[src/rtl/el2_pkg.sv]
// -----------------------------------------------------------------------------
// el2_pkg
// Shared types and constants used by the DCCM initialization sequencer.
//   el2_dccm_init_state_t : sequencer state (IDLE pass-through, FILL zeroing)
//   EL2_DCCM_ZERO_CW      : 39-bit all-zero word, a valid SECDED codeword
// -----------------------------------------------------------------------------
package el2_pkg;

    typedef enum logic {
        IDLE = 1'b0,
        FILL = 1'b1
    } el2_dccm_init_state_t;

    // 32 data bits + 7 ECC bits; all-zero data encodes to all-zero check bits.
    localparam logic [38:0] EL2_DCCM_ZERO_CW = 39'b0;

endpackage

[src/rtl/el2_dccm_init_ctr.sv]
// -----------------------------------------------------------------------------
// el2_dccm_init_ctr
// Fill address counter for the DCCM init sequencer. One count per fill cycle;
// each count addresses one 64-bit row (two 32-bit words).
// Ports:
//   clk, rst   : core clock, synchronous active-high reset (clears count)
//   load_zero  : load count with zero (has priority over inc)
//   inc        : increment count, wrapping at all-ones
//   cnt        : current count
//   tc         : terminal count, high when cnt is all ones
// -----------------------------------------------------------------------------
module el2_dccm_init_ctr #(
    parameter int CNT_W = 13
) (
    input  logic             clk,
    input  logic             rst,
    input  logic             load_zero,
    input  logic             inc,
    output logic [CNT_W-1:0] cnt,
    output logic             tc
);

    logic [CNT_W-1:0] cnt_q;
    logic [CNT_W-1:0] cnt_d;

    // Natural binary wrap takes the counter back to zero after the last row,
    // so the next fill needs no extra clear.
    always_comb begin
        cnt_d = cnt_q;
        if (load_zero) begin
            cnt_d = '0;
        end else if (inc) begin
            cnt_d = cnt_q + 1'b1;
        end
    end

    always_ff @(posedge clk) begin
        if (rst) begin
            cnt_q <= '0;
        end else begin
            cnt_q <= cnt_d;
        end
    end

    assign cnt = cnt_q;
    assign tc  = &cnt_q;

endmodule

[src/rtl/el2_dccm_init_seq.sv]
// -----------------------------------------------------------------------------
// el2_dccm_init_seq
// DCCM initialization sequencer placed in front of the memory wrapper's DCCM
// port group. After reset (AUTO_INIT=1) or on init_start it writes the zero
// codeword to every DCCM location, two words per cycle, stalling the LSU.
// In IDLE the LSU DCCM port is passed straight through combinationally.
// Ports:
//   clk, rst            : core clock, synchronous active-high reset
//   init_start          : one-cycle fill request, honoured only in IDLE
//   init_busy           : fill in progress (flop output)
//   init_done           : sticky fill-complete flag (flop output)
//   lsu_dccm_stall      : LSU must hold its request (same as init_busy)
//   lsu_dccm_*          : LSU-side DCCM request
//   dccm_*              : memory-wrapper-side DCCM request
// -----------------------------------------------------------------------------
module el2_dccm_init_seq
    import el2_pkg::*;
#(
    parameter int DCCM_BITS        = 16,
    parameter int DCCM_FDATA_WIDTH = 39,
    parameter int AUTO_INIT        = 1
) (
    input  logic                        clk,
    input  logic                        rst,
    input  logic                        init_start,
    output logic                        init_busy,
    output logic                        init_done,
    output logic                        lsu_dccm_stall,

    input  logic                        lsu_dccm_wren,
    input  logic                        lsu_dccm_rden,
    input  logic [DCCM_BITS-1:0]        lsu_dccm_wr_addr_lo,
    input  logic [DCCM_BITS-1:0]        lsu_dccm_wr_addr_hi,
    input  logic [DCCM_BITS-1:0]        lsu_dccm_rd_addr_lo,
    input  logic [DCCM_BITS-1:0]        lsu_dccm_rd_addr_hi,
    input  logic [DCCM_FDATA_WIDTH-1:0] lsu_dccm_wr_data_lo,
    input  logic [DCCM_FDATA_WIDTH-1:0] lsu_dccm_wr_data_hi,

    output logic                        dccm_wren,
    output logic                        dccm_rden,
    output logic [DCCM_BITS-1:0]        dccm_wr_addr_lo,
    output logic [DCCM_BITS-1:0]        dccm_wr_addr_hi,
    output logic [DCCM_BITS-1:0]        dccm_rd_addr_lo,
    output logic [DCCM_BITS-1:0]        dccm_rd_addr_hi,
    output logic [DCCM_FDATA_WIDTH-1:0] dccm_wr_data_lo,
    output logic [DCCM_FDATA_WIDTH-1:0] dccm_wr_data_hi
);

    localparam int CNT_W = DCCM_BITS - 3;

    localparam el2_dccm_init_state_t RESET_STATE = (AUTO_INIT != 0) ? FILL : IDLE;

    localparam logic [DCCM_FDATA_WIDTH-1:0] ZERO_DATA =
        DCCM_FDATA_WIDTH'(EL2_DCCM_ZERO_CW);

    el2_dccm_init_state_t state_q;
    el2_dccm_init_state_t state_d;
    logic                 done_q;
    logic                 done_d;

    logic                 ctr_load;
    logic                 ctr_inc;
    logic [CNT_W-1:0]     cnt;
    logic                 cnt_tc;

    el2_dccm_init_ctr #(
        .CNT_W (CNT_W)
    ) u_ctr (
        .clk       (clk),
        .rst       (rst),
        .load_zero (ctr_load),
        .inc       (ctr_inc),
        .cnt       (cnt),
        .tc        (cnt_tc)
    );

    // Next-state logic. A fill request is only looked at in IDLE, so a request
    // during FILL (including on the last fill write) is dropped.
    always_comb begin
        state_d  = state_q;
        done_d   = done_q;
        ctr_load = 1'b0;
        ctr_inc  = 1'b0;
        unique case (state_q)
            IDLE: begin
                if (init_start) begin
                    state_d  = FILL;
                    done_d   = 1'b0;
                    ctr_load = 1'b1;
                end
            end
            FILL: begin
                ctr_inc = 1'b1;
                if (cnt_tc) begin
                    state_d = IDLE;
                    done_d  = 1'b1;
                end
            end
            default: begin
                state_d = IDLE;
            end
        endcase
    end

    always_ff @(posedge clk) begin
        if (rst) begin
            state_q <= RESET_STATE;
            done_q  <= 1'b0;
        end else begin
            state_q <= state_d;
            done_q  <= done_d;
        end
    end

    assign init_busy      = (state_q == FILL);
    assign init_done      = done_q;
    assign lsu_dccm_stall = init_busy;

    // Output mux. The enables are gated by rst so nothing reaches memory while
    // reset is held, even from a fill that is being aborted.
    always_comb begin
        dccm_wren       = lsu_dccm_wren;
        dccm_rden       = lsu_dccm_rden;
        dccm_wr_addr_lo = lsu_dccm_wr_addr_lo;
        dccm_wr_addr_hi = lsu_dccm_wr_addr_hi;
        dccm_rd_addr_lo = lsu_dccm_rd_addr_lo;
        dccm_rd_addr_hi = lsu_dccm_rd_addr_hi;
        dccm_wr_data_lo = lsu_dccm_wr_data_lo;
        dccm_wr_data_hi = lsu_dccm_wr_data_hi;
        if (state_q == FILL) begin
            dccm_wren       = 1'b1;
            dccm_rden       = 1'b0;
            dccm_wr_addr_lo = {cnt, 3'b000};
            dccm_wr_addr_hi = {cnt, 3'b100};
            dccm_rd_addr_lo = '0;
            dccm_rd_addr_hi = '0;
            dccm_wr_data_lo = ZERO_DATA;
            dccm_wr_data_hi = ZERO_DATA;
        end
        if (rst) begin
            dccm_wren = 1'b0;
            dccm_rden = 1'b0;
        end
    end

endmodule
[config.mk]
export PLATFORM = sky130hd
export DESIGN_NAME = el2_dccm_init_seq
export DESIGN_NICKNAME = d
export VERILOG_FILES = /design/src/rtl/el2_pkg.sv /design/src/rtl/el2_dccm_init_ctr.sv /design/src/rtl/el2_dccm_init_seq.sv
export SDC_FILE = /design/constraint.sdc
export NUM_CORES = 1
export LEC_CHECK = 0
export ABC_CLOCK_PERIOD_IN_PS = 1430
export CELL_PAD_IN_SITES_DETAIL_PLACEMENT = 1
export CELL_PAD_IN_SITES_GLOBAL_PLACEMENT = 2
export CORE_MARGIN = 4
export CORE_UTILIZATION = 10
export DETAILED_ROUTE_END_ITERATION = 12
export HOLD_SLACK_MARGIN = 0.08
export PLACE_DENSITY_LB_ADDON = 0.1
export SYNTH_ARGS = -nofsm -noshare
export SYNTH_HDL_FRONTEND = slang
export SYNTH_HIERARCHICAL = 1
export SYNTH_SLANG_ARGS = --single-unit
[constraint.sdc]
create_clock -name clk -period 1.43 [get_ports clk]
set_input_delay 0.286 -clock clk [delete_from_list [all_inputs] [get_ports clk]]
set_output_delay 0.286 -clock clk [all_outputs]
set_load 0.05 [all_outputs]
==> run_results.csv, run 1 <==
group,metric,value,unit
synth,ys_warn_count,6,
timing,fin_skew,2.73,ps
power_and_ir_drop,p_total,1.74,mW
route,dr_wl_met2,7.87,mm
run_status,violations,"setup timing",
setup_path,crit_type,"reg -> out",
synth,ys.flop_type,"dfxtp_1",
grt,grt_overflow,0,
timing,setup_ws,-191,ps
timing,final_hold_viol_count,0,
place,post-place-ws,-168,ps
worst_hold_path,hp-start,"u_ctr/cnt[6]",
finish,nets,751,
grt,grt_pass1_vias,3471,
synth,synth-adder-area-share,0.695,%
synth,synth_edf_count,0,
route,routed_wl,13.9,mm
timing,setup_tns,-14100,ps
route,dr.pass1.iters,4,
floorplan,ios,294,
synth,synthesis.area,1800,µm²
setup_path,critPathRequiredTime,1140,ps
floorplan,die_area,20200,µm²
floorplan,num_rows,48,
setup_path,crit_arrival,1340,ps
clock_tree,h-tree-depth,1,
route,ant_nets,0,
setup_path,cp-start-kind,"flip-flop",
synth,muxShareOfSynthArea,1.11,%
timing,fin_crit_sh,113,%
finish,drive_gt1_share,56.0,%
setup_path,worstPathCellList,"buf_12 -> buf_12 -> buf_12 -> o21ai_4 -> buf_12",
timing,timing.hold.ws,534,ps
synth,synth_nets,426,
finish,nFillCells,1916,
place,dp.final_hpwl,11.7,mm
place,port_buffers,293,
grt,grt_use_total,12.6,%
floorplan,die_h,142,µm
timing,setup_viol,153,
route,routedWlPerCell,16.8,µm
synth,avgSynthCellArea,6.48,µm²
finish,ff_latch_area,305,µm²
route,topRoutingLayerUsed,"met4",
clock_tree,cts_buffers,3,
finish,layout_common_cells,"145 x clkdlybuf4s50_1, 80 x buf_6, 79 x nor2b_4, 46 x buf_4, 38 x buf_12",
floorplan,coreArea,17500,µm²
route,met3_length,1.29,mm
setup_path,startpoint,"init_busy",
timing,drv_slew,0,
grt,grt_antenna_before_repair,0,
route,vias,3169,
grt,grt_pass1_wl,19.9,mm
clock_tree,ctsHoldBuffers,0,
route,met1_length,4.64,mm
setup_path,r2r-start,"init_busy",
synth,synth_xor_area_share,1.46,%
floorplan,die_w,142,µm
worst_hold_path,hold_class,"reg -> reg",
timing,tightest_slew,294,ps
setup_path,crit_path_max_fanout,8,
synth,synth_simple_gate_area_share,55.7,%
synth,synth_top_family_by_area,"simple AND/OR/NAND/NOR gates",
finish,final_common_cell,"clkdlybuf4s50_1",
setup_path,end_kind,"output pin",
grt,grt_max_degree,29,
timing,period_minus_slack,1620,ps
synth,yosysUniqueCellTypes,30,
synth,async_flop_share,0,%
power_and_ir_drop,ir_drop,293,µV
run_status,status,"finished with violations",
finish,n_antenna_cell,0,
clock_tree,clkTransAtPathRegs,50,ps
route,drtIter0Drc,32,
timing,slew_headroom,80.2,%
clock_tree,tritoncts,"done",
synth,synth_compound_area_share,12.6,%
power_and_ir_drop,p_leak,2.98,nW
place,gp_congestion,0.775,
timing,rsz0062_at_grt,"yes",
clock_tree,clk_latency,250,ps
timing,max_freq,617,MHz
clock_tree,numClockSinks,15,
flow_run,maxCapViolCount,0,
clock_tree,root_buffer,"clkbuf_16",
route,drc,0,
setup_path,critPathMaxStageDelay,370,ps
power_and_ir_drop,power_density,247,nW/µm²
floorplan,start_util,10.3,%
setup_path,cpMaxStageDelayCell,"dfxtp_4",
setup_path,cp_common_cell,"buf_12",
synth,ys_seq_area_share,16.7,%
clock_tree,ctsLongestPathBuffers,2,
synth,ys_ff_latch,15,
synth,syn_inst,278,
finish,area.growth.synth_to_final,292,%
route,viasPerCell,3.83,
finish,multi_input_area,2280,µm²
## metrics by stage
stage | area (µm²) | std cells | utilization [%]
floorplan | 2620 | 278 | -
global placement | 6070 | 806 | 34.7
detailed placement | 6070 | 806 | 34.7
CTS | 6800 | 821 | 38.9
global route | 7050 | 827 | 40.4
finish | 7050 | 827 | 40.4
## path summary, 6_finish.rpt
path / endpoint / slack, ps / cells past startpoint
hold reg to reg: u_ctr/cnt[6] / 530 / 2
hold / removal: u_ctr/cnt[6] / 530 / 2
setup / recovery: dccm_wr_addr_lo[8] / -190 / 5
setup reg to reg: u_ctr/cnt[8] / -30 / 4
## registers in the layout, indices dropped and copies added, names as in the netlist
register,count
u_ctr/cnt,13
init_done,1
init_busy,1
## layout make-up
| cell class | instances | area share, % |
|---|---|---|
| clock buffer | 4 | 1.12 |
| inverter | 26 | 1.38 |
| multi-input combinational | 217 | 32.3 |
| sequential | 15 | 4.33 |
| tap | 225 | 3.99 |
| timing repair buffer | 340 | 56.9 |
## power breakdown
part | leakage [nW] | switching, mW | internal (mW)
registers | 0.122 | 0.00796 | 0.425
clock network | 0.0382 | 0.170 | 0.378
logic | 2.82 | 0.216 | 0.549
total | 2.98 | 0.394 | 1.35
## synthesized netlist by cell type, types with 3 or more instances
cell type | instances | share of area [%]
o21ai_0 | 29 | 8.1
nor2b_1 | 116 | 40
buf_2 | 11 | 3.1
nor2_1 | 7 | 1.5
or4_1 | 3 | 1.3
or2_2 | 3 | 1.0
dfxtp_1 | 15 | 17
a21oi_1 | 8 | 2.2
inv_1 | 26 | 5.4
nand4_1 | 5 | 1.7
nand3_1 | 3 | 0.83
or3_1 | 3 | 1.0
buf_4 | 3 | 1.3
o31ai_1 | 3 | 1.3
clkbuf_1 | 4 | 0.83
nand2_1 | 20 | 4.2
## critical path, delay by kind of cell (launching register included)
| kind | cells | cell delay, ps |
|---|---|---|
| AO/OA/AOI/OAI | 1 | 150 |
| flip-flops | 1 | 370 |
| buffers and inverters | 4 | 570 |
## logic make-up (layout without fill, tap and decap cells)
logic type                 after synthesis  count (layout)
AOI/OAI and AO/OA                       43              43
xor gates and xnor gates                 3               3
adders and majority gates                1               1
buffers and inverters                   46             370
DFF                                     15              15
muxes                                    2               2
and+or+nand+nor                        168             168
## what timing repair did
action / in CTS / in global routing
cloned: 2 / 2
setup buffers: 10 / 4
setup endpoints to repair: 152 / 161
resized for setup: 144 / 43
pin swaps: 6 / 5
## layer usage
| metal | global-route usage [%] | vias to the layer above |
|---|---|---|
| li1 | - | 1530 |
| met1 | 12.9 | 1468 |
| met2 | 25.4 | 164 |
| met3 | 3.33 | 7 |
| met4 | 2.37 | 0 |
| met5 | 0 | - |
(Power assumes the default switching activity.)
==> run 2, diff against run 1 <==
--- a/config.mk
+++ b/config.mk
@@ -12,7 +12,7 @@
 export CORE_UTILIZATION = 10
 export DETAILED_ROUTE_END_ITERATION = 12
 export HOLD_SLACK_MARGIN = 0.08
-export PLACE_DENSITY_LB_ADDON = 0.1
+export PLACE_DENSITY_LB_ADDON = 0.25
 export SYNTH_ARGS = -nofsm -noshare
 export SYNTH_HDL_FRONTEND = slang
 export SYNTH_HIERARCHICAL = 1
==> run_results.csv, run 2 (synthesized netlist as in run 1, its figures left out) <==
group,metric,value,unit
route,dr.pass1.iters,4,
finish,multi_input_area,2380,µm²
route,drtIter0Drc,25,
floorplan,ios,294,
power_and_ir_drop,power_density,233,nW/µm²
route,viasPerCell,3.86,
floorplan,num_rows,48,
finish,largest_register_ffs,13,
finish,nFillCells,1855,
finish,drive_gt1_share,59.2,%
timing,fin_crit_sh,113,%
route,routedWlPerCell,16.6,µm
floorplan,die_area,20200,µm²
finish,instances_no_fill,838,
power_and_ir_drop,p_total,1.77,mW
finish,area.growth.synth_to_final,321,%
grt,grt_use_total,12.0,%
power_and_ir_drop,p_sw_share,23.0,%
clock_tree,clkTransAtPathRegs,50,ps
setup_path,crit_type,"reg -> out",
route,vias,3237,
setup_path,end_kind,"output pin",
timing,period_minus_slack,1610,ps
grt,grt_max_degree,34,
route,drc,0,
timing,fin_skew,2.86,ps
clock_tree,h-tree-depth,1,
timing,rsz0062_at_grt,"yes",
grt,grt_overflow,0,
place,post-place-ws,-117,ps
timing,slew_headroom,79.9,%
timing,max_freq,620,MHz
power_and_ir_drop,p_leak,3.15,nW
clock_tree,cts_buffers,3,
power_and_ir_drop,intPower,1.36,mW
setup_path,cp-start-kind,"flip-flop",
timing,tightest_slew,298,ps
timing,timing.hold.ws,516,ps
floorplan,start_util,10.3,%
place,gp_congestion,0.801,
power_and_ir_drop,ir_drop,391,µV
run_status,status,"finished with violations",
timing,setup_tns,-16970,ps
finish,n_antenna_cell,0,
worst_hold_path,hold_class,"reg -> reg",
clock_tree,clk_latency,240,ps
finish,layout_common_cells,"145 x clkdlybuf4s50_1, 83 x nor2b_4, 74 x buf_6, 68 x buf_12, 28 x buf_8",
route,ant_nets,0,
clock_tree,ctsLongestPathBuffers,2,
setup_path,crit_path_max_fanout,33,
power_and_ir_drop,clkPwrFrac,30.9,%
timing,setup_viol,148,
clock_tree,root_buffer,"clkbuf_16",
power_and_ir_drop,pwr-share-seq,24.8,%
finish,ff_latch_area,308,µm²
finish,final_common_cell,"clkdlybuf4s50_1",
place,port_buffers,293,
floorplan,coreArea,17500,µm²
grt,grt_pass1_wl,19.7,mm
setup_path,crit_arrival,1330,ps
grt,grt_pass1_vias,3604,
timing,drv_slew,0,
place,dp.final_hpwl,11.3,mm
power_and_ir_drop,p_sw,0.407,mW
clock_tree,numClockSinks,15,
clock_tree,tritoncts,"done",
timing,setup_ws,-184,ps
flow_run,maxCapViolCount,0,
run_status,violations,"setup timing",
floorplan,die_h,142,µm
finish,nets,762,
power_and_ir_drop,comb_power_share,44.3,%
setup_path,critPathRequiredTime,1140,ps
route,routed_wl,13.9,mm
timing,final_hold_viol_count,0,
place,place_inst,813,
floorplan,die_w,142,µm
grt,grt_antenna_before_repair,0,
-- run 2: cell types whose count changed in the layout (fill, tap and decap cells not counted), sizes merged --
cell    previous run  this run
or2                4         5
buf              192       200
clkinv             0         1
nand4              6         7
-- run 2: layer usage --
layer  up-vias  share of wire, %  global-route usage, %  wire, µm
li1       1553                 -                      -         -
met1      1508                34                   12.6      4730
met2       168                55                   23.5      7700
met3         8               9.4                   4.17      1300
met4         0               1.1                   1.57       155
met5         -                 0                      0         0
-- run 2: critical path, stage by stage (launching register included) --
cell	delay, ps
dfxtp_4	400
buf_12	190
or2_2	320
buf_6	160
-- run 2: timing repair --
action / 4_1_cts / 5_1_grt
setup buffers: 6 / 9
hold buffers: 0 / 0
endpoints found under the setup margin: 149 / 159
resized for setup: 117 / 99
cloned: 1 / 5
pin swaps: 1 / 6
hold endpoints to repair: 0 / 0
-- run 2: worst paths after layout --
path	from	end	slack [ps]	depth (start not counted)
max reg2reg	init_busy	u_ctr/cnt[9]	-120	5
min	u_ctr/cnt[3]	u_ctr/cnt[3]	520	2
max	init_busy	dccm_wr_addr_hi[2]	-180	3
min reg2reg	u_ctr/cnt[3]	u_ctr/cnt[3]	520	2
-- run 2: layout make-up --
class	count	share of cell area (%)
Multi-Input combinational cell	219	31.4
Clock inverter	1	0.0660
Timing Repair Buffer	349	58.5
Sequential cell	15	4.06
Inverter	26	1.29
Clock buffer	3	0.990
Tap cell	225	3.71
-- run 2: power by group through the flow --
stage | clock network (mW) | registers (mW) | logic, mW
final | 0.546 | 0.438 | 0.783
after global placement | 0 | 0.441 | 0.734
after global routing | 0.582 | 0.439 | 0.822
after detailed placement | 0 | 0.442 | 0.749
after CTS | 0.563 | 0.434 | 0.760
after floorplan | 0 | 0.444 | 0.232
-- run 2: per-stage QoR --
stage               utilization (%)  area [µm²]
CTS                            40.3        7040
global route                   43.4        7580
finish                         43.4        7580
detailed placement             37.0        6470
global placement               37.0        6470
floorplan                         -        2620
